File: src/rtl/alu_seq_pkg.sv
// Shared definitions for the ALU sequencer slice.
// Holds data/register widths, the ALU op encoding, the FSM state enum
// and the instruction word layout.
package alu_seq_pkg;

  localparam int unsigned DW   = 8;
  localparam int unsigned NREG = 4;
  localparam int unsigned AW   = 2;

  // ALU op encoding carried on alu_sel
  localparam logic [1:0] OP_ADD = 2'b00;
  localparam logic [1:0] OP_SUB = 2'b01;
  localparam logic [1:0] OP_SHL = 2'b10;
  localparam logic [1:0] OP_CMP = 2'b11;

  typedef enum logic [1:0] {
    IDLE = 2'b00,
    EXEC = 2'b01,
    WB   = 2'b10
  } state_e;

  // Instruction word: [7:6] op, [5:4] rd, [3:2] rs1, [1:0] rs2
  typedef struct packed {
    logic [1:0]    op;
    logic [AW-1:0] rd;
    logic [AW-1:0] rs1;
    logic [AW-1:0] rs2;
  } instr_t;

endpackage

File: src/rtl/alu_seq_if.sv
// Bus bundle between the sequencer and its environment (instruction
// source, external registered ALU, write-back observer).
//   instr_valid/instr_ready/instr : instruction handshake
//   alu_a/alu_b/alu_sel/alu_y     : operands out, registered result in
//   wb_valid/wb_addr/wb_data      : register write-back strobe
// slave = sequencer side, master = environment side.
interface alu_seq_if;
  import alu_seq_pkg::*;

  logic            instr_valid;
  logic            instr_ready;
  logic [DW-1:0]   instr;
  logic [DW-1:0]   alu_a;
  logic [DW-1:0]   alu_b;
  logic [1:0]      alu_sel;
  logic [DW-1:0]   alu_y;
  logic            wb_valid;
  logic [AW-1:0]   wb_addr;
  logic [DW-1:0]   wb_data;

  modport slave (
    input  instr_valid, instr, alu_y,
    output instr_ready, alu_a, alu_b, alu_sel, wb_valid, wb_addr, wb_data
  );

  modport master (
    output instr_valid, instr, alu_y,
    input  instr_ready, alu_a, alu_b, alu_sel, wb_valid, wb_addr, wb_data
  );

endinterface

File: src/rtl/alu_seq_regfile.sv
// NREG x DW register file with async active-low reset.
//   ra_addr/ra_data, rb_addr/rb_data : combinational operand reads
//   dbg_addr/dbg_data                : combinational debug read
//   we/wa/wd                         : synchronous write port
module alu_seq_regfile
  import alu_seq_pkg::*;
(
  input  logic          clk,
  input  logic          rst_n,
  input  logic [AW-1:0] ra_addr,
  output logic [DW-1:0] ra_data,
  input  logic [AW-1:0] rb_addr,
  output logic [DW-1:0] rb_data,
  input  logic [AW-1:0] dbg_addr,
  output logic [DW-1:0] dbg_data,
  input  logic          we,
  input  logic [AW-1:0] wa,
  input  logic [DW-1:0] wd
);

  logic [DW-1:0] regs [NREG];

  // Storage; reads see the pre-write value during the write cycle
  always_ff @(posedge clk or negedge rst_n) begin
    if (!rst_n) begin
      for (int i = 0; i < int'(NREG); i++) begin
        regs[i] <= '0;
      end
    end else if (we) begin
      regs[wa] <= wd;
    end
  end

  assign ra_data  = regs[ra_addr];
  assign rb_data  = regs[rb_addr];
  assign dbg_data = regs[dbg_addr];

endmodule

File: src/rtl/alu_sequencer.sv
// Three-state instruction sequencer driving an external registered ALU.
// IDLE accepts an instruction and registers operands, EXEC lets the ALU
// capture them, WB writes the ALU result into the register file.
//   clk, rst_n          : clock, async active-low reset
//   bus (slave)         : instruction handshake, ALU operands/result, write-back
//   rf_rd_addr/rf_rd_data : combinational debug read of the register file
//   zero_flag           : only when ALU_SEQ_ZERO_FLAG_EN is defined; (alu_y==0)
//                         captured at each write-back edge
module alu_sequencer
  import alu_seq_pkg::*;
(
  input  logic          clk,
  input  logic          rst_n,
  alu_seq_if.slave      bus,
  input  logic [AW-1:0] rf_rd_addr,
  output logic [DW-1:0] rf_rd_data
`ifdef ALU_SEQ_ZERO_FLAG_EN
  ,
  output logic          zero_flag
`endif
);

  state_e        state_q;
  instr_t        ins;
  logic [DW-1:0] rs1_data;
  logic [DW-1:0] rs2_data;
  logic          accept;

  assign ins    = instr_t'(bus.instr);
  assign accept = (state_q == IDLE) && bus.instr_valid && bus.instr_ready;

  alu_seq_regfile u_regfile (
    .clk      (clk),
    .rst_n    (rst_n),
    .ra_addr  (ins.rs1),
    .ra_data  (rs1_data),
    .rb_addr  (ins.rs2),
    .rb_data  (rs2_data),
    .dbg_addr (rf_rd_addr),
    .dbg_data (rf_rd_data),
    .we       (bus.wb_valid),
    .wa       (bus.wb_addr),
    .wd       (bus.alu_y)
  );

  // ALU result only exists during WB, so the write data follows it directly
  assign bus.wb_data = bus.wb_valid ? bus.alu_y : '0;

  // FSM with registered outputs; wb_addr doubles as the latched rd
  always_ff @(posedge clk or negedge rst_n) begin
    if (!rst_n) begin
      state_q         <= IDLE;
      bus.instr_ready <= 1'b0;
      bus.alu_a       <= '0;
      bus.alu_b       <= '0;
      bus.alu_sel     <= OP_ADD;
      bus.wb_valid    <= 1'b0;
      bus.wb_addr     <= '0;
    end else begin
      case (state_q)
        IDLE: begin
          bus.instr_ready <= 1'b1;
          if (accept) begin
            bus.alu_a       <= rs1_data;
            bus.alu_b       <= rs2_data;
            bus.alu_sel     <= ins.op;
            bus.wb_addr     <= ins.rd;
            bus.instr_ready <= 1'b0;
            state_q         <= EXEC;
          end
        end
        EXEC: begin
          bus.wb_valid <= 1'b1;
          state_q      <= WB;
        end
        WB: begin
          bus.wb_valid    <= 1'b0;
          bus.instr_ready <= 1'b1;
          state_q         <= IDLE;
        end
        default: begin
          bus.wb_valid    <= 1'b0;
          bus.instr_ready <= 1'b0;
          state_q         <= IDLE;
        end
      endcase
    end
  end

`ifdef ALU_SEQ_ZERO_FLAG_EN
  // Zero flag tracks the value written at each write-back
  always_ff @(posedge clk or negedge rst_n) begin
    if (!rst_n) begin
      zero_flag <= 1'b0;
    end else if (bus.wb_valid) begin
      zero_flag <= (bus.alu_y == '0);
    end
  end
`endif

endmodule
File: src/flat_wrapper.sv
// flat-port wrapper written by rule: the top's interface ports become plain ports
module alu_sequencer_flat import alu_seq_pkg::*;
  (clk, rst_n, rf_rd_addr, rf_rd_data, bus_instr_valid, bus_instr, bus_alu_y, bus_instr_ready, bus_alu_a, bus_alu_b, bus_alu_sel, bus_wb_valid, bus_wb_addr, bus_wb_data);
  alu_seq_if bus_i ();
  input  logic clk;
  input  logic rst_n;
  input  logic [AW-1:0] rf_rd_addr;
  output logic [DW-1:0] rf_rd_data;
  input wire logic [$bits(bus_i.instr_valid)-1:0] bus_instr_valid;
  input wire logic [$bits(bus_i.instr)-1:0] bus_instr;
  input wire logic [$bits(bus_i.alu_y)-1:0] bus_alu_y;
  output wire logic [$bits(bus_i.instr_ready)-1:0] bus_instr_ready;
  output wire logic [$bits(bus_i.alu_a)-1:0] bus_alu_a;
  output wire logic [$bits(bus_i.alu_b)-1:0] bus_alu_b;
  output wire logic [$bits(bus_i.alu_sel)-1:0] bus_alu_sel;
  output wire logic [$bits(bus_i.wb_valid)-1:0] bus_wb_valid;
  output wire logic [$bits(bus_i.wb_addr)-1:0] bus_wb_addr;
  output wire logic [$bits(bus_i.wb_data)-1:0] bus_wb_data;
  assign bus_i.instr_valid = bus_instr_valid;
  assign bus_i.instr = bus_instr;
  assign bus_i.alu_y = bus_alu_y;
  assign bus_instr_ready = bus_i.instr_ready;
  assign bus_alu_a = bus_i.alu_a;
  assign bus_alu_b = bus_i.alu_b;
  assign bus_alu_sel = bus_i.alu_sel;
  assign bus_wb_valid = bus_i.wb_valid;
  assign bus_wb_addr = bus_i.wb_addr;
  assign bus_wb_data = bus_i.wb_data;
  alu_sequencer u_core (.clk(clk), .rst_n(rst_n), .bus(bus_i), .rf_rd_addr(rf_rd_addr), .rf_rd_data(rf_rd_data));
endmodule
File: config.mk
export PLATFORM = sky130hd
export DESIGN_NAME = alu_sequencer_flat
export DESIGN_NICKNAME = d
export VERILOG_FILES = /design/src/rtl/alu_seq_pkg.sv /design/src/rtl/alu_seq_if.sv /design/src/rtl/alu_seq_regfile.sv /design/src/rtl/alu_sequencer.sv /design/src/flat_wrapper.sv
export SDC_FILE = /design/constraint.sdc
export NUM_CORES = 1
export LEC_CHECK = 0
export BUFFER_PORTS_ARGS = -buffer_cell sky130_fd_sc_hd__buf_4
export CAP_MARGIN = 20
export CORE_UTILIZATION = 49
export CTS_CLUSTER_SIZE = 28
export DETAILED_ROUTE_END_ITERATION = 12
export GPL_ROUTABILITY_DRIVEN = 1
export GPL_TIMING_DRIVEN = 0
export PLACE_DENSITY = 0.85
export REMOVE_ABC_BUFFERS = 1
export SLEW_MARGIN = 20
export SYNTH_ARGS = -nofsm -noshare
export SYNTH_HDL_FRONTEND = slang
export SYNTH_SLANG_ARGS = --single-unit
File: constraint.sdc
create_clock -name clk -period 1.3 [get_ports clk]
set_input_delay 0.13 -clock clk [delete_from_list [all_inputs] [get_ports clk]]
set_output_delay 0.13 -clock clk [all_outputs]
set_load 0.02 [all_outputs]
======== Word-level counts from Yosys, hierarchy flattened ========
Index checks and enable logic that the tools add are counted.
operators by class
  magnitude comparators ................... 5
  equality and inequality tests ........... 3
  mux-type cells .......................... 18
  bitwise operators ....................... 4
  reductions and logical operators ........ 5
operators with widths
  operator              count
  $mux W8               8
  $bmux W8 S2           3
  $bwmux W32            1
  $demux W8 S2          1
  $ge A3 B3 Y1 const B  4
  $not A2 Y3            4
  $pmux W2 S2           1
  $logic_and A1 B1 Y1   3
  $lt A3 B1 Y1 const B  1
  $pmux W1 S3           1
  $eq A2 B1 Y1 const B  1
  $eq A2 B2 Y1 const B  1
  $logic_not A2 Y1      1
  $mux W2               1
  $ne A2 B1 Y1 const B  1
  $pmux W1 S2           1
  $reduce_and A2 Y1     1
  $mux W1               1
storage, ports and cells
  flip-flop bits (word level) ............. 56
  bits of input ports ..................... 21
  output and inout port bits .............. 38
  word-level logic and storage cells ...... 46

======== Longest topological paths before layout ========
Gate-level depths: netlist (run 1).
  depth in word-level cells ............... 6
  mapped depth ............................ 3
  gate-level depth less buffers ........... 2

======== Cells and area by module ========
Synthesis (run 1) repeated with hierarchy kept, for this count alone.
second synthesis, totals
  cell total of the unflattened synthesis .. 158
  area, all modules ....................... 2805.2 um^2
modules (own cells, without submodules)
  module           instances  cells an instance  area each (um^2)  sequential area each (um^2)
  alu_seq_regfile  1          98                 1779.2            800.8
  alu_sequencer    1          60                 1026.0            600.6

======== Worst setup path before layout (run 1) ========
OpenSTA, ideal clock, no wires.
  path kind ............................... register to register
  start point ............................. register u_core.bus.wb_valid
  end point ............................... register u_core.u_regfile.regs[24] (netlist name)
  library setup time ...................... 0.125 ns
  arrival time ............................ 1.256 ns
  required time ........................... 1.175 ns
  slack ................................... -0.081 ns
  stages on the path, launching flop included .. 3
  path buffers ............................ 0
  clock period less this slack ............ 1.381 ns
  cells stage by stage .................... dfrtp_1 nor3b_4 mux2_2
RTL lines
  item                            RTL line               source
  start: declaration              alu_seq_if.sv:23       output instr_ready, alu_a, alu_b, alu_sel, wb_valid, wb_addr, wb_data
  start signal: assignment        alu_sequencer.sv:57    bus.wb_valid <= 1'b0;
  start signal: assignment        alu_sequencer.sv:73    bus.wb_valid <= 1'b1;
  start signal: assignment        alu_sequencer.sv:77    bus.wb_valid <= 1'b0;
  end signal: indexed assignment  alu_seq_regfile.sv:30  regs[wa] <= wd;
  end: declaration                alu_seq_regfile.sv:21  logic [DW-1:0] regs [NREG];

======== Worst setup path after layout (run 1) ========
  start point ............................. register u_core.u_regfile.regs[15] (netlist name)
  end point ............................... output rf_rd_data[7]
on the way
  longest elaborated chain between the ends .. 3
ends and longest elaborated chain
  item                                         RTL line               source
  $bmux W8 S2                                  alu_seq_regfile.sv:36  assign dbg_data = regs[dbg_addr];
  $mux W8 (not written as such) (2 in series)  alu_seq_regfile.sv:36
  end: declaration                             flat_wrapper.sv:8      output logic [DW-1:0] rf_rd_data;
No other way between the ends. The select of a mux whose other input is x is not followed.

==> metrics list, run 1 <==
* Destination of the worst register-to-register timing path: u_core.bus.alu_a[7]$_DFFE_PN0P_
* Worst setup timing slack at the placement stage: -0.547 ns
- Entering global routing, the biggest net connects 57 pins.
* Initial antenna violation count: 0
- The floorplan step defined a core boundary enclosing 0.00551 sq mm.
- Share of the yosys chip area belonging to registers: 0.498
- Wire length after detailed routing: 7220 um
- Across the whole layout, storage elements account for 0.00141 sq mm.
- Worst reg2reg path depth: 3
- Post-synth top area share: 0.498
- Synthesis produced 159 cells.
- The initial utilization of the core area, before any placement, comes to 0.511.
- Counting instances in the post-synthesis netlist gives the leading cell types as 56 x sky130_fd_sc_hd__dfrtp_1, 35 x sky130_fd_sc_hd__mux2_2, 24 x sky130_fd_sc_hd__mux4_2.
- The tool flagged a number of max-cap violations equal to 0.
- First-pass GRT wire length: 10900 um
- CTS Buf Count: 5
* Slew at the pin closest to its max-slew limit: 0.698 ns
* Number of enable-type register cells in the synthesized netlist: 0
- Count of nets left with antenna violations after detail routing: 0
- Power per cell area: 2770 mW/mm^2
* Clock tree skew after final layout: 0.0101 ns
- Number of hold violations in the final report: 0
- First-pass iteration count of the detailed router: 4
* H-Tree Level Count: 2
- In this run, synthesis produced a sequential element count of 56.
- Cell taking the most area after synthesis: sky130_fd_sc_hd__dfrtp_1
* Maximum number of buffers from clock root to sink: 2
- Netlist area before placement: 0.00281 sq mm
- TritonCTS clock tree: built
- STA classifies the critical path endpoint as a primary output.
- Clock-pin slew was measured on the worst setup and hold paths at 0.09 ns.
- The run finished, with violations left.
- Excluding fillers, the count of instances in the completed layout stands at 328.
- STA classifies the critical path startpoint as a flop.
- Setup slack on the worst reg-to-reg path comes out at -0.13 ns.
- After the last flow step, the layout net total stands at 276.
* Starting DRC count in detailed routing: 97
- Row count: 27
- WL/cell: 22.0 um
- Synthesis Warnings: 0
* Share of the clock period used by the worst path: 1.17
- Number of port buffers: 58
* Via count of the first global-routing pass: 2079
- After global routing the overflow that remains totals 0.
- Type of the worst setup path: flop to primary output
- Full die area: 0.00605 sq mm
- Fillcell total: 330
- # DRC: 0
- Type of the tightest min-delay check: input port to flop
- Finish-stage setup viols: 45
- Standby leakage power: 1.84 nW
- The worst register-to-register path begins at u_core.u_regfile.regs[7]$_DFFE_PN0P_.
* Final Wtd Congestion: 0.695
- After legalization and detailed placement, the total HPWL measured 3810 um.
- At the worst endpoint, the arrival time is 1.38 ns.
- The multi-input combinational cells in the finished layout cover a total of 0.00149 sq mm.
- In the post-synthesis netlist, the cell with the most instances is sky130_fd_sc_hd__dfrtp_1.
* Worst Path Max Fanout: 4
- Total routing usage reported by global routing: 0.247
* Vias per std cell: 5.75
* Insertion delay to the later sink of the worst-skew pair: 0.31 ns
- Sinks on the clock net: 56
- The final reports fail on setup timing.
* Minimum clock period: 1.51 ns
- Master cell of the clock root buffer: sky130_fd_sc_hd__clkbuf_8
- From synthesis to final layout, the design area changed by 42.2%.
- In this run the most critical hold path is launched from bus_instr[4].
* Synthesized area divided by synthesized cell count: 17.7 sq um
* Ratio of cells with drive above 1 in the final layout: 0.781
- Worst VDD drop: 1.72 mV
- In this run the vertical extent of the chip is 77.8 um.
* Number of library cell types mapped by synthesis: 19
- After synthesis, the share of flip-flops with an asynchronous set or reset is 1.00.
- Via count: 1885
* Required time at the worst-slack endpoint: 1.17 ns
* Most used DFF post-synth: sky130_fd_sc_hd__dfrtp_1
* Number of diodes: 0
* Count of pins on the block boundary: 59
- RSZ-0062 raised after global routing: true
- After layout, the worst setup slack is -0.215 ns.
* Ranking of synthesized cells by area: sky130_fd_sc_hd__dfrtp_1 50%, sky130_fd_sc_hd__mux4_2 19%, sky130_fd_sc_hd__mux2_2 14%
- Max_slew headroom: 0.534
- For hold timing, the worst endpoint is u_core.bus.wb_addr[0]$_DFFE_PN0P_.
- WHS Path Cells: 2
* Cell total after placement: 280
- Horizontal extent of the die: 77.8 um
- The count of pins over their slew limit was 0.
- Maximum operating frequency: 0.660 GHz
## layer usage
metal | vias up | GRT usage | part of all wire
met3 | 9 | 0.0506 | 0.058
met4 | 0 | 0.111 | 0.012
li1 | 810 | - | -
met5 | - | 0 | 0
met1 | 1002 | 0.290 | 0.40
met2 | 64 | 0.434 | 0.53
## power by group
| group | internal (mW) | switching [mW] | leakage (nW) | total [mW] |
|---|---|---|---|---|
| clock network | 0.680 | 0.556 | 0.0645 | 1.24 |
| registers | 2.66 | 0.808 | 0.653 | 3.47 |
| logic | 3.99 | 2.39 | 1.12 | 6.37 |
| total | 7.32 | 3.75 | 1.84 | 11.1 |
## how the worst max path moves through the flow
stage / startpoint / endpoint / slack [ns] / cells after the start
finish: u_core.u_regfile.regs[15]$_DFFE_PN0P_ / rf_rd_data[7] / -0.21 / 2
global route: u_core.u_regfile.regs[15]$_DFFE_PN0P_ / rf_rd_data[7] / -0.24 / 2
CTS: u_core.u_regfile.regs[15]$_DFFE_PN0P_ / rf_rd_data[7] / -0.20 / 2
detailed placement: u_core.bus.wb_valid$_DFFE_PN0P_ / u_core.u_regfile.regs[29]$_DFFE_PN0P_ / -0.55 / 2
global placement: u_core.bus.wb_valid$_DFFE_PN0P_ / u_core.u_regfile.regs[31]$_DFFE_PN0P_ / -0.52 / 2
floorplan: u_core.bus.wb_valid$_DFFE_PN0P_ / u_core.u_regfile.regs[24]$_DFFE_PN0P_ / -0.20 / 2
## layout by cell type, fill, tap and decap left out, drive strengths merged
| cell type | instances |
|---|---|
| nand2b | 1 |
| nand3 | 1 |
| nor3b | 1 |
| mux4 | 24 |
| clkbuf | 8 |
| nand3b | 2 |
| nor2b | 1 |
| nor2 | 2 |
| and4bb | 3 |
| and2 | 8 |
| buf | 94 |
| bufinv | 1 |
| dfrtp | 56 |
| a21oi | 1 |
| mux2 | 52 |
| dlygate4sd3 | 1 |
## per-stage QoR
stage / total power, mW / instance area, sq um / hold slack (ns) / setup TNS (ns) / util
2_1_floorplan: 6.31 / 2730 / -0.166 / -3.82 / -
3_3_place_gp: 7.68 / 3260 / 0.221 / -14.67 / 0.591
3_5_place_dp: 7.87 / 3260 / 0.220 / -15.51 / 0.591
4_1_cts: 10.5 / 3850 / 0.0441 / -3.46 / 0.699
5_1_grt: 11.6 / 4000 / 0.0373 / -5.85 / 0.726
6_report: 11.1 / 4000 / 0.0512 / -4.41 / 0.726
## critical path, cell delays in order, from the launching register on
cell,delay (ns)
sky130_fd_sc_hd__dfrtp_1,0.43
sky130_fd_sc_hd__mux4_2,0.50
sky130_fd_sc_hd__buf_6,0.15
## area by class of cell
class                      instances  area share
multi-input combinational         96       0.371
sequential                        56       0.352
tap                               72      0.0225
clock inverter                     1     0.00751
clock buffer                       7      0.0241
timing repair buffer              96       0.222
## cells by family after synthesis
kind of cell,Yosys count,share of synthesized area
buf+inv,9,0.0294
mux,76,0.422
compound gates,1,0.00178
flops,56,0.498
simple gates,17,0.0489
## timing repair
item | 4_1_cts | 5_1_grt
pin swaps | 1 | 3
gates cloned | 2 | 1
resized for setup | 53 | 20
setup endpoints to repair | 69 | 65
hold buffers | 1 | 0
setup buffers | 28 | 9
hold endpoints to repair | 56 | 0
## flip-flops by register name (all words and copies together), names as in the netlist
register	flops
u_core.bus.instr_ready	1
u_core.u_regfile.regs	32
u_core.bus.wb_valid	1
u_core.bus.wb_addr	2
u_core.bus.alu_a	8
u_core.state_q	2
u_core.bus.alu_sel	2
u_core.bus.alu_b	8
(Power assumes the default switching activity.)
==> run 2: changes to the inputs <==
--- a/config.mk
+++ b/config.mk
@@ -13,7 +13,6 @@
 export GPL_ROUTABILITY_DRIVEN = 1
 export GPL_TIMING_DRIVEN = 0
 export PLACE_DENSITY = 0.85
-export REMOVE_ABC_BUFFERS = 1
 export SLEW_MARGIN = 20
 export SYNTH_ARGS = -nofsm -noshare
 export SYNTH_HDL_FRONTEND = slang
==> run 2 against run 1 <==
Effect of this change: the run still ends with setup timing left; sequential share of layout area grew 0.20 points; register-to-register slack lost 0.08 ns; global-route usage shrank 0.58 points; via count shrank 0.21%; cell area shrank 0.66%; utilization shrank 0.48 points; clock skew grew 0.0027 ns; die area is the same; worst setup slack lost 0.054 ns; critical path type unchanged; largest power group unchanged.
==> metrics list, run 2 (synthesis gave the netlist of run 1 again) <==
- Post-layout nets: 281 (was 276)
- Count of nets left with antenna violations after detail routing: 0 (unchanged)
- The half-perimeter wire length after placement is 3740 um (was 3810 um).
- The maximum number of pins on one net before global-route repair came to 57 (unchanged).
- Chain of cells forming the critical path: mux4_2 > buf_6 (unchanged).
* RSZ-0062 raised after global routing: true (unchanged)
* Worst VDD drop: 1.58 mV (was 1.72 mV)
- Die Y: 77.8 um (unchanged)
- Master cell of the clock root buffer: sky130_fd_sc_hd__clkbuf_8 (unchanged)
- Full die area: 0.00605 sq mm (unchanged)
* Wire length after detailed routing: 6820 um (was 7220 um)
* TritonCTS clock tree: built (unchanged)
- Clock Pin Slew Worst Setup and Hold Paths: 0.11 ns (was 0.09 ns)
* Run status: finished with violations (unchanged)
- The kind of critical path is flop to primary output (unchanged).
- The biggest fanout along the worst timing path is 2 (was 4).
- The starting utilization of the core area is 0.511 (unchanged).
- Register with the most flip-flops: u_core.u_regfile.regs (unchanged)
- Horizontal extent of the die: 77.8 um (unchanged)
- The class of the worst hold path was input port to flop (unchanged).
* Starting DRC count in detailed routing: 125 (was 97)
* CTS Buf Count: 5 (unchanged)
- Sinks on the clock net: 56 (unchanged)
- Number of diodes: 0 (unchanged)
- The final RePlAce weighted congestion is 0.825 (was 0.695).
- Failing checks: setup timing (unchanged).
* Slowest cell on crit path: sky130_fd_sc_hd__mux4_2 (unchanged)
- The minimum clock period is 1.57 ns (was 1.51 ns).
* Count of buffer and inverter cells on the critical path: 1 (unchanged)
* Insertion delay to the later sink of the worst-skew pair: 0.33 ns (was 0.31 ns)
- Top library cells by usage in the layout, fill and taps aside: 64 x sky130_fd_sc_hd__buf_4, 52 x sky130_fd_sc_hd__dfrtp_1, 28 x sky130_fd_sc_hd__mux2_4, 28 x sky130_fd_sc_hd__buf_6 (was 59 x sky130_fd_sc_hd__buf_4, 51 x sky130_fd_sc_hd__dfrtp_1, 36 x sky130_fd_sc_hd__mux2_4).
- Slew at the pin closest to its max-slew limit: 0.694 ns (was 0.698 ns)
- The worst setup timing slack at the placement stage was -0.182 ns (was -0.547 ns).
- The number of flip-flops under the largest register name was 32 (unchanged).
- Biggest regs: u_core.u_regfile.regs: 32 flops, u_core.bus.alu_a: 8 flops, u_core.bus.alu_b: 8 flops (unchanged).
* Mapped Nets: 180
* Share of the clock period used by the worst path: 1.21 (was 1.17)
- Stage delay of the slowest cell on the critical path: 0.53 ns (was 0.50 ns)
* Via count of the first global-routing pass: 1941 (was 2079)
- The hold violation total from the final report is 0 (unchanged).
* Max_slew headroom: 0.538 (was 0.534)
* Ratio of cells with drive above 1 in the final layout: 0.770 (was 0.781)
- The all-layer global routing usage was 0.241 (was 0.247).
- Count of maximum capacitance violations: 0 (unchanged)
- The number of buffers added on ports was 52 (was 58).
* Via count: 1881 (was 1885)
- The gate family responsible for the most delay along the worst path is multiplexers (unchanged).
- The static leakage power came to 1.81 nW (was 1.84 nW).
- Post-route cell area: 0.00397 sq mm (was 0.00400 sq mm)
- WL/cell: 20.5 um (was 22.0 um)
* # DRC: 0 (unchanged)
- The placeable core region came to 0.00551 sq mm (unchanged).
- The data arrival time at the worst-slack endpoint came to 1.44 ns (was 1.38 ns).
* Count of pins over their slew limit: 0 (unchanged)
* Power per cell area: 2710 mW/mm^2 (was 2770 mW/mm^2)
* Required time at the worst-slack endpoint: 1.17 ns (about the same)
- Most common cell after layout, fill and taps aside: sky130_fd_sc_hd__buf_4 (unchanged)
* WHS: 0.0287 ns (was 0.0512 ns)
* First-pass iteration count of the detailed router: 4 (unchanged)
* Maximum operating frequency: 0.637 GHz (was 0.660 GHz)
- Clock tree skew after final layout: 0.0127 ns (was 0.0101 ns)
- The cell area after placement is 0.00332 sq mm (was 0.00326 sq mm).
- Startpoint type of the worst setup path: flop (unchanged)
- The final worst slack is -0.269 ns (was -0.215 ns).
- Final sum of negative setup slack: -4.69 ns (was -4.41 ns)
* Capturing element type of the critical path: primary output (unchanged)
* Initial antenna violation count: 0 (unchanged)
- Row count: 27 (unchanged)
- Maximum number of buffers from clock root to sink: 2 (unchanged)
* Area growth, synth to finish: 41.2% (was 42.2%)
- Finish-stage setup viols: 43 (was 45)
* H-Tree Level Count: 2 (unchanged)
- Count of pins on the block boundary: 59 (unchanged)
- The wire length of the first global-routing pass is 10600 um (was 10900 um).
- The total congestion overflow after global routing is 0 (unchanged).
- The number of vias per cell after detailed routing was 5.65 (was 5.75).
==> run 2: path summary, 6_finish.rpt <==
kind | from | depth (start not counted) | to | slack, ns
max | u_core.u_regfile.regs[31]$_DFFE_PN0P_ | 2 | rf_rd_data[7] | -0.27
min | bus_instr[7] | 2 | u_core.bus.alu_sel[1]$_DFFE_PN0P_ | 0.03
max reg2reg | u_core.u_regfile.regs[7]$_DFFE_PN0P_ | 4 | u_core.bus.alu_a[7]$_DFFE_PN0P_ | -0.21
min reg2reg | u_core.bus.alu_b[6]$_DFFE_PN0P_ | 1 | u_core.bus.alu_b[6]$_DFFE_PN0P_ | 0.52
max in group asynchronous | rst_n | 2 | u_core.bus.instr_ready$_DFFE_PN0N_ | 0.42
min in group asynchronous | rst_n | 2 | u_core.state_q[1]$_DFFE_PN0P_ | 0.40
==> run 2: power by group <==
part | switching [mW] | leakage, nW | internal [mW]
registers | 0.709 | 0.655 | 2.66
logic | 2.42 | 1.11 | 3.99
clock network | 0.598 | 0.0414 | 0.385
total | 3.73 | 1.81 | 7.04
==> run 2: area by class of cell <==
class | count | area [sq um]
Clock buffer | 6 | 72.6
Tap cell | 72 | 90.1
Sequential cell | 56 | 1410
Buffer | 9 | 113
Timing Repair Buffer | 94 | 856
Multi-Input combinational cell | 94 | 1420
Clock inverter | 2 | 16.3
Fill cell | 351 | 1530
==> run 2: per-layer routing <==
layer  vias up  GRT usage  routed length, um
li1        814          -                  -
met1       989      0.319               2940
met2        68      0.399               3420
met3        10     0.0435                312
met4         0     0.0849                150
met5         -          0                  0
==> run 2: timing repair <==
item	in CTS	in global routing
buffers inserted	26	14
pin swaps	2	3
hold buffers	1	0
endpoints found under the setup margin	66	51
hold endpoints to repair	56	0
gates resized for setup	43	12
cloned	3	0
==> run 2: metrics by stage <==
stage | util | instances | power, mW
floorplan | - | 159 | 6.51
global placement | 0.604 | 283 | 7.88
detailed placement | 0.604 | 283 | 8.02
CTS | 0.703 | 321 | 10.3
global route | 0.721 | 333 | 11.2
finish | 0.721 | 333 | 10.8
==> run 3: changes to the inputs <==
--- a/config.mk
+++ b/config.mk
@@ -5,7 +5,7 @@
 export SDC_FILE = /design/constraint.sdc
 export NUM_CORES = 1
 export LEC_CHECK = 0
-export BUFFER_PORTS_ARGS = -buffer_cell sky130_fd_sc_hd__buf_4
+export BUFFER_PORTS_ARGS = -buffer_cell sky130_fd_sc_hd__buf_2
 export CAP_MARGIN = 20
 export CORE_UTILIZATION = 49
 export CTS_CLUSTER_SIZE = 28
==> run 3 against run 2 <==
Effect of this change: the run still ends with setup timing left; sequential power is 1% lower; global-route usage is 1.7 points higher; critical path depth did not move; clock skew shrank 0.00083 ns; sequential share of layout area increased by 0.12 points; worst setup slack better by 0.021 ns; via count rose by 3.6%; utilization shrank 0.25 points; critical path type unchanged; critical endpoint is now rf_rd_data[2].
==> metrics list, run 3 (synthesis gave the netlist of run 1 again) <==
- Run status: finished with violations (unchanged).
- Failing checks: setup timing (unchanged).
- Detail Placement HPWL: 3940 um (was 3740 um)
* Capturing element type of the critical path: primary output (unchanged)
* H-Tree Level Count: 2 (unchanged)
- The class of the worst hold path is input port to flop (unchanged).
- Critical Path Sink: rf_rd_data[2] (was rf_rd_data[7])
- The actual slew at the worst max-slew pin is 0.701 ns (was 0.694 ns).
- Standby leakage power: 1.83 nW (was 1.81 nW)
- Register with the most flip-flops: u_core.u_regfile.regs (unchanged)
- Full die area: 0.00605 sq mm (unchanged)
- The number of inserted diodes came to 0 (unchanged).
- RSZ-0062 raised after global routing: true (unchanged)
* Stage delay of the slowest cell on the critical path: 0.52 ns (was 0.53 ns)
* Worst reg2reg path depth: 3 (was 4)
- The starting utilization of the core area is 0.511 (unchanged).
- The hold violation total from the final report came to 0 (unchanged).
* Maximum operating frequency: 0.646 GHz (was 0.637 GHz)
- The placeable core region came to 0.00551 sq mm (unchanged).
- Chain of cells forming the critical path: mux4_2 > buf_6 (unchanged)
- Setup slack after layout: -0.248 ns (was -0.269 ns)
- The number of fill cells in the layout is 351 (unchanged).
- The biggest fanout along the worst timing path came to 2 (unchanged).
* First-pass GRT wire length: 11300 um (was 10600 um)
- Worst VDD drop: 1.61 mV (was 1.58 mV)
- Beginning of the critical path: u_core.u_regfile.regs[10]$_DFFE_PN0P_ (was u_core.u_regfile.regs[31]$_DFFE_PN0P_)
* Destination of the worst register-to-register timing path: u_core.bus.alu_a[4]$_DFFE_PN0P_ (was u_core.bus.alu_a[7]$_DFFE_PN0P_)
- Share of the clock period used by the worst path: 1.19 (was 1.21)
* Total grt overflow: 0 (unchanged)
- The number of global-route vias before repair was 2037 (was 1941).
- The count of pins on the block boundary came to 59 (unchanged).
- Vias per std cell: 5.80 (was 5.65)
- The post-route clock skew is 0.0119 ns (was 0.0127 ns).
- The number of buffers added on ports came to 52 (unchanged).
- The total nets after synthesis is 180 (unchanged).
* Post-layout power: 11.1 mW (was 10.8 mW)
- The relative slew slack came to 0.532 (was 0.538).
* Slowest cell on crit path: sky130_fd_sc_hd__mux4_2 (unchanged)
- # DRC: 0 (unchanged)
- The max-cap check violation count is 0 (unchanged).
- The routed length per placed instance is 22.4 um (was 20.5 um).
- The number of flip-flops under the largest register name is 32 (unchanged).
- Post-layout nets: 284 (was 281)
- The die extent in x was 77.8 um (unchanged).
- The startpoint type of the worst setup path is a flop (unchanged).
* Most common cell after layout, fill and taps aside: sky130_fd_sc_hd__dfrtp_1 (was sky130_fd_sc_hd__buf_4)
- Maximum number of pins on one net before global-route repair: 57 (unchanged)
* CP Data Arrival Time: 1.42 ns (was 1.44 ns)
- The total clock sinks is 56 (unchanged).
- The final RePlAce weighted congestion was 0.795 (was 0.825).
- CTS Buf Count: 5 (unchanged)
- The count of pins over their slew limit is 0 (unchanged).
- The clock latency on the worst-skew pair is 0.32 ns (was 0.33 ns).
- Top library cells by usage in the layout, fill and taps aside: 52 x sky130_fd_sc_hd__dfrtp_1, 35 x sky130_fd_sc_hd__buf_2, 32 x sky130_fd_sc_hd__mux2_4 (was 64 x sky130_fd_sc_hd__buf_4, 52 x sky130_fd_sc_hd__dfrtp_1, 28 x sky130_fd_sc_hd__mux2_4, 28 x sky130_fd_sc_hd__buf_6)
- The post-route worst hold slack is 0.0370 ns (was 0.0287 ns).
- Minimum clock period: 1.55 ns (was 1.57 ns)
- The number of antenna-violating nets in the routed design was 0 (unchanged).
- Required time at the worst-slack endpoint: 1.17 ns (about the same)
* Via count: 1949 (was 1881)
- The number of antenna violations at the first check in global routing came to 0 (unchanged).
- Maximum number of buffers from clock root to sink: 2 (unchanged)
- The reg2reg setup slack was -0.16 ns (was -0.21 ns).
* Area growth, synth to finish: 40.7% (was 41.2%)
- The routed wire length was 7540 um (was 6820 um).
* Total routing usage reported by global routing: 0.258 (was 0.241)
- TritonCTS clock tree: built (unchanged)
- First-pass iteration count of the detailed router: 4 (unchanged)
- The kind of critical path is flop to primary output (unchanged).
- Row count: 27 (unchanged)
* Ratio of cells with drive above 1 in the final layout: 0.777 (was 0.770)
- The total power divided by cell area was 2790 mW/mm^2 (was 2710 mW/mm^2).
- The clock root buffer is sky130_fd_sc_hd__clkbuf_8 (unchanged).
- The worst setup timing slack at the placement stage came to -0.214 ns (was -0.182 ns).
- Biggest regs: u_core.u_regfile.regs: 32 flops, u_core.bus.alu_a: 8 flops, u_core.bus.alu_b: 8 flops (unchanged).
- The total of endpoints with negative setup slack in the final report came to 61 (was 43).
- The height of the die came to 77.8 um (unchanged).
* Starting DRC count in detailed routing: 96 (was 125)
- The reg-to-reg critical path startpoint was u_core.state_q[0]$_DFFE_PN0P_ (was u_core.u_regfile.regs[7]$_DFFE_PN0P_).
- Clock Pin Slew Worst Setup and Hold Paths: 0.11 ns (about the same)
run 3: metrics by stage:
step           TNS [ns]  std cells  cell area, sq um   util
2_1_floorplan    -0.846        159              2840      -
3_3_place_gp      -4.51        283              3190  0.580
3_5_place_dp      -5.93        283              3200  0.581
4_1_cts           -5.12        328              3860  0.702
5_1_grt           -7.68        336              3960  0.719
6_report          -6.10        336              3960  0.719
run 3: per-layer routing:
| metal | wire length [um] | track usage | part of all wire |
|---|---|---|---|
| met5 | 0 | 0 | 0 |
| met4 | 98 | 0.0642 | 0.013 |
| met3 | 458 | 0.0447 | 0.061 |
| met2 | 4030 | 0.444 | 0.53 |
| met1 | 2960 | 0.338 | 0.39 |
run 3: worst min path at each step:
stage	startpoint	to	slack (ns)	depth (start not counted)
2_1_floorplan	rst_n	u_core.bus.alu_a[0]$_DFFE_PN0P_	-0.17	0
3_3_place_gp	bus_instr[5]	u_core.bus.wb_addr[1]$_DFFE_PN0P_	0.36	2
3_5_place_dp	rst_n	u_core.state_q[1]$_DFFE_PN0P_	0.23	1
4_1_cts	bus_instr[5]	u_core.bus.wb_addr[1]$_DFFE_PN0P_	0.03	2
5_1_grt	bus_instr[5]	u_core.bus.wb_addr[1]$_DFFE_PN0P_	0.03	2
6_report	bus_instr[5]	u_core.bus.wb_addr[1]$_DFFE_PN0P_	0.04	2
run 3: what timing repair did:
action / 4_1_cts / 5_1_grt
hold buffers: 1 / 0
endpoints found under the hold margin: 56 / 0
endpoints found under the setup margin: 66 / 54
pin swaps: 3 / 0
gates cloned: 3 / 0
gates resized for setup: 65 / 13
buffers inserted: 33 / 10
run 3: worst max-delay path: cells and delay by family, from the launching register on:
kind	cells	cell delay, ns
buffers and inverters	1	0.16
multiplexers	1	0.52
flip-flops	1	0.42
run 3: where the power goes:
part | switching (mW) | internal [mW] | leakage [nW] | total (mW)
Sequential | 0.671 | 2.66 | 0.655 | 3.33
Clock | 0.582 | 0.571 | 0.0541 | 1.15
Combinational | 2.63 | 3.95 | 1.12 | 6.58
Total | 3.88 | 7.18 | 1.83 | 11.1
run 3: final cells by class:
type / count / area [sq um] / share of cell area
buffer: 9 / 113 / 0.0284
clock buffer: 5 / 68.8 / 0.0174
clock inverter: 3 / 42.5 / 0.0107
multi-input combinational: 94 / 1430 / 0.362
sequential: 56 / 1410 / 0.355
tap: 72 / 90.1 / 0.0228
timing repair buffer: 97 / 805 / 0.203
